### src/rtl/busca_instrucao.sv
// Instruction fetch stage: holds the PC, drives the ROM address and captures the ROM
// word into the IF/ID register, with decode back-pressure, branch redirect and halt.
module busca_instrucao #(
    parameter int                 ADDR_W    = 4,
    parameter int                 DATA_W    = 32,
    parameter logic [DATA_W-1:0]  HALT_WORD = '0,
    parameter int                 CNT_W     = 8
) (
    input  logic              clk,
    input  logic              rst_n,
    output logic [ADDR_W-1:0] endereco,
    input  logic [DATA_W-1:0] instrucao,
    input  logic              desvio,
    input  logic [ADDR_W-1:0] alvo,
    input  logic              id_pronto,
    output logic              if_id_valido,
    output logic [DATA_W-1:0] if_id_instr,
    output logic [ADDR_W-1:0] if_id_pc,
    output logic              parado,
    output logic [CNT_W-1:0]  contador
);

    // Handshake: if_id_* moves to decode on a cycle where if_id_valido=1 and id_pronto=1;
    // with if_id_valido=1 and id_pronto=0 everything holds; a bubble is always overwritten.
    typedef enum logic {FETCH, HALT} estado_t;

    estado_t           estado;
    logic [ADDR_W-1:0] pc;
    logic              stall;

    assign endereco = pc;
    assign stall    = if_id_valido & ~id_pronto;

    always_ff @(posedge clk) begin
        if (!rst_n) begin
            estado       <= FETCH;
            pc           <= '0;
            if_id_valido <= 1'b0;
            if_id_instr  <= '0;
            if_id_pc     <= '0;
            parado       <= 1'b0;
            contador     <= '0;
        end else begin
            case (estado)
                FETCH: begin
                    if (desvio) begin
                        // Whatever sits in IF/ID is on the wrong path, stalled or not.
                        pc           <= alvo;
                        if_id_valido <= 1'b0;
                    end else if (!stall) begin
                        if (instrucao == HALT_WORD) begin
                            if_id_valido <= 1'b0;
                            estado       <= HALT;
                            parado       <= 1'b1;
                        end else begin
                            if_id_instr  <= instrucao;
                            if_id_pc     <= pc;
                            if_id_valido <= 1'b1;
                            pc           <= pc + 1'b1;
                            if (contador != '1)
                                contador <= contador + 1'b1;
                        end
                    end
                end
                HALT: begin
                    if (desvio) begin
                        pc     <= alvo;
                        estado <= FETCH;
                        parado <= 1'b0;
                    end
                end
            endcase
        end
    end

endmodule

### config.mk
export PLATFORM = sky130hd
export DESIGN_NAME = busca_instrucao
export DESIGN_NICKNAME = d
export VERILOG_FILES = /design/src/rtl/busca_instrucao.sv
export SDC_FILE = /design/constraint.sdc
export NUM_CORES = 1
export LEC_CHECK = 0
export ABC_AREA = 1
export CAP_MARGIN = 20
export CORE_MARGIN = 2
export CORE_UTILIZATION = 25
export CTS_CLUSTER_SIZE = 24
export DETAILED_ROUTE_END_ITERATION = 6
export GPL_TIMING_DRIVEN = 1
export SLEW_MARGIN = 20
export SYNTH_ARGS = -nofsm -noshare
export SYNTH_HDL_FRONTEND = slang
export SYNTH_SLANG_ARGS = --single-unit
### constraint.sdc
create_clock -name clk -period 1.7 [get_ports clk]
set_input_delay 0.34 -clock clk [delete_from_list [all_inputs] [get_ports clk]]
set_output_delay 0.34 -clock clk [all_outputs]
set_load 0.005 [all_outputs]
==> results of run 1 <==
==> cell families after synthesis <==
kind of cell | after synthesis | synth area share [%]
adder cells (fa/ha/maj) | 4 | 1.906
flip-flops | 51 | 38.88
AO/OA/AOI/OAI | 54 | 14.77
AND/OR/NAND/NOR | 174 | 33.49
multiplexers | 1 | 0.3811
buffers and inverters | 43 | 8.242
XOR/XNOR | 7 | 2.334
==> where the power goes <==
| part | total, mW | leakage (nW) | internal, mW | switching, mW |
|---|---|---|---|---|
| clock | 0.720 | 0.0483 | 0.291 | 0.429 |
| combinational | 0.604 | 1.27 | 0.340 | 0.263 |
| sequential | 1.31 | 0.419 | 1.26 | 0.0511 |
==> path summary, 6_finish.rpt <==
path	from	end	slack (ns)
worst max-delay path	endereco[0]	endereco[0]	0.07
worst min-delay path	instrucao[29]	if_id_instr[29]	0.35
worst max register to register	contador[0]	contador[3]	0.21
worst min register to register	if_id_instr[22]	if_id_instr[22]	0.47
==> cells in the final DEF, fill, tap and decap left out, drive strengths merged, types with 4 or more instances in the layout <==
master / n
nand2: 77
clkdlybuf4s50: 66
dfxtp: 51
a21oi: 49
nand3: 48
nor2: 39
inv: 27
buf: 26
dlymetal6s2s: 22
nand4: 10
clkbuf: 7
xor2: 4
ha: 4
==> through the flow <==
step                instances  area [um2]  power [mW]  utilization [%]  setup WS [ns]
finish                    578        4095       2.632            39.85        0.06855
global route              578        4095       2.766            39.85       -0.01147
CTS                       574        3943       2.658            38.36        0.01094
detailed placement        566        3851       1.925            37.47        -0.3404
global placement          566        3851       1.919            37.47        -0.2769
floorplan                 334        2626       1.596                -         0.2773
==> cell usage after synthesis (4+ instances only) <==
library cell  number  share of area, %
nand4_1            9               2.1
a21oi_1           19               3.6
nor2_1            34               4.9
buf_1              4              0.57
nand2_1           45               6.4
buf_2              5              0.95
a21oi_2           30                10
xor2_1             4               1.3
nand3_1           47               9.0
nand2_2           31               7.4
inv_1             25               3.6
ha_1               4               1.9
clkbuf_1           5              0.71
dfxtp_1           51                39
==> state kept, by name, summed over array words and instances (netlist names) <==
signal,count
contador,8
if_id_pc,4
parado,1
endereco,4
if_id_instr,32
estado,1
if_id_valido,1
==> layer usage <==
| layer | track usage (%) | wire (um) |
|---|---|---|
| met5 | 0 | 0 |
| met1 | 17.17 | 3594 |
| met4 | 3.154 | 74 |
| met2 | 22.02 | 3547 |
| met3 | 2.943 | 425 |
==> final cells by class <==
cell class / instances / area, um2
clock inverters: 3 / 18.77
multi-input cells: 240 / 1428
well taps: 136 / 170.2
fillers: 1050 / 6182
inverters: 26 / 97.59
repair buffers: 117 / 1290
clock buffers: 5 / 68.82
flip-flops and latches: 51 / 1022
==> timing repair <==
| action | in CTS | in global routing |
|---|---|---|
| pin swaps | 1 | 21 |
| endpoints found under the setup margin | 5 | 51 |
| cloned | 0 | 2 |
| gates resized for setup | 3 | 34 |
| setup buffers | 0 | 2 |
==> key figures, run 1 <==
Clocking
  – CTS tree: built
  – Num CTS Buffers: 5
  – Htree depth: 2
  – Clock Path Buffers: 2
  – Hold buffer count at CTS: 0
  – Root Driver: clkbuf_8
  – Clk sink count: 51
  – Clock transition at path regs: 0.10 ns
  – Clock latency on the worst-skew pair: 0.31 ns

Critical path
  – Arrival time worst endpoint: 1.29 ns
  – Worst path depth: 1
  – Crit path max-delay family: buffers and inverters
  – CP max FO: 6
  – Slowest-stage cell, CP: clkdlybuf4s50_1
  – Critical-path cell list: clkdlybuf4s50_1
  – Critical Path End Type: output pin
  – Startpoint class of the critical path: register
  – Max stage delay on crit path: 0.54 ns
  – Req. time, crit path: 1.36 ns
  – Critical path buffer and inverter count: 1
  – Reg2Reg Depth: 7
  – Worst Path Class, Setup: register to output pin

Synthesis
  – Syn Area/Cell: 7.863 um2
  – Post-synthesis sequential area ratio: 38.88%
  – Number of flops mapped to enable cells by yosys: 0
  – Syn Inst Count: 334
  – Yosys warnings: 0
  – Post-synthesis cell type count: 27
  – Async SR Flop Fraction: 0%
  – Synth Flop Type: dfxtp_1
  – Synthesized area: 0.002626 mm2
  – #FFs+latches synth: 51
  – Syn_nets: 378

Final layout
  – Nets: 485
  – N_diodes: 0
  – Share of layout cells above drive strength 1: 27.15%
  – Area Growth Syn to Fin: 55.93%

STA
  – Setup violators final: 0
  – Slew @ Worst Pin: 0.2946 ns
  – Final period utilization: 95.97%
  – Fin. Hold Viols: 0
  – Clock period minus worst slack: 1.631 ns
  – Hold Worst Slack: 0.3528 ns
  – Final Max Slew Viols: 0
  – Clock skew: 0.01038 ns
  – Max-slew headroom: 80.36%
  – F_max: 0.6130 GHz
  – Setup TNS: 0 ns

Floorplan
  – Top Ports: 90
  – DIE AREA: 0.01134 mm2
  – DIE HEIGHT: 106.5 um
  – Starting Density: 25.55%
  – DIE WIDTH: 106.5 um
  – # rows: 37
  – Core Area: 0.01028 mm2

Global route
  – Total GRT Usage: 13.14%
  – Largest net degree at the start of global routing: 30
  – Vias in the first global route: 2503
  – Grt ovf: 0
  – First-pass GRT wire length: 12.03 mm
  – Antenna violations before repair: 0

Drt
  – Vias/cell: 4.522
  – Vias: 2614
  – Drt initial violations: 103
  – Final ANT Viol Nets: 0
  – Post-Route WL: 7.641 mm
  – # DRC: 0
  – DR pass1 iterations: 4
  – Wirelength per Cell: 13.22 um

Flow run
  – Max-cap viol count: 0

Power and ir drop
  – Power per Cell Area: 642.7 mW/mm2
  – Leak: 1.740 nW
  – VDD IR max: 0.2907 mV

Placed design
  – Placed wire-length estimate: 5.437 mm
  – GPL Wtd Cong: 0.7879
  – I/O Buffers: 89

Hold path
  – Min-Delay Path Class: primary input to register
  – Hold Path Depth: 3

Outcome
  – Outcome: finished, final reports clean
Power figures use the tool's default switching activity.
==> run 2: changes to the inputs <==
--- a/config.mk
+++ b/config.mk
@@ -11,6 +11,7 @@
 export CORE_UTILIZATION = 25
 export CTS_CLUSTER_SIZE = 24
 export DETAILED_ROUTE_END_ITERATION = 6
+export GPL_ROUTABILITY_DRIVEN = 0
 export GPL_TIMING_DRIVEN = 1
 export SLEW_MARGIN = 20
 export SYNTH_ARGS = -nofsm -noshare
==> results of run 2 <==
No change in the layout: final DEF, timing and power equal those of run 1.
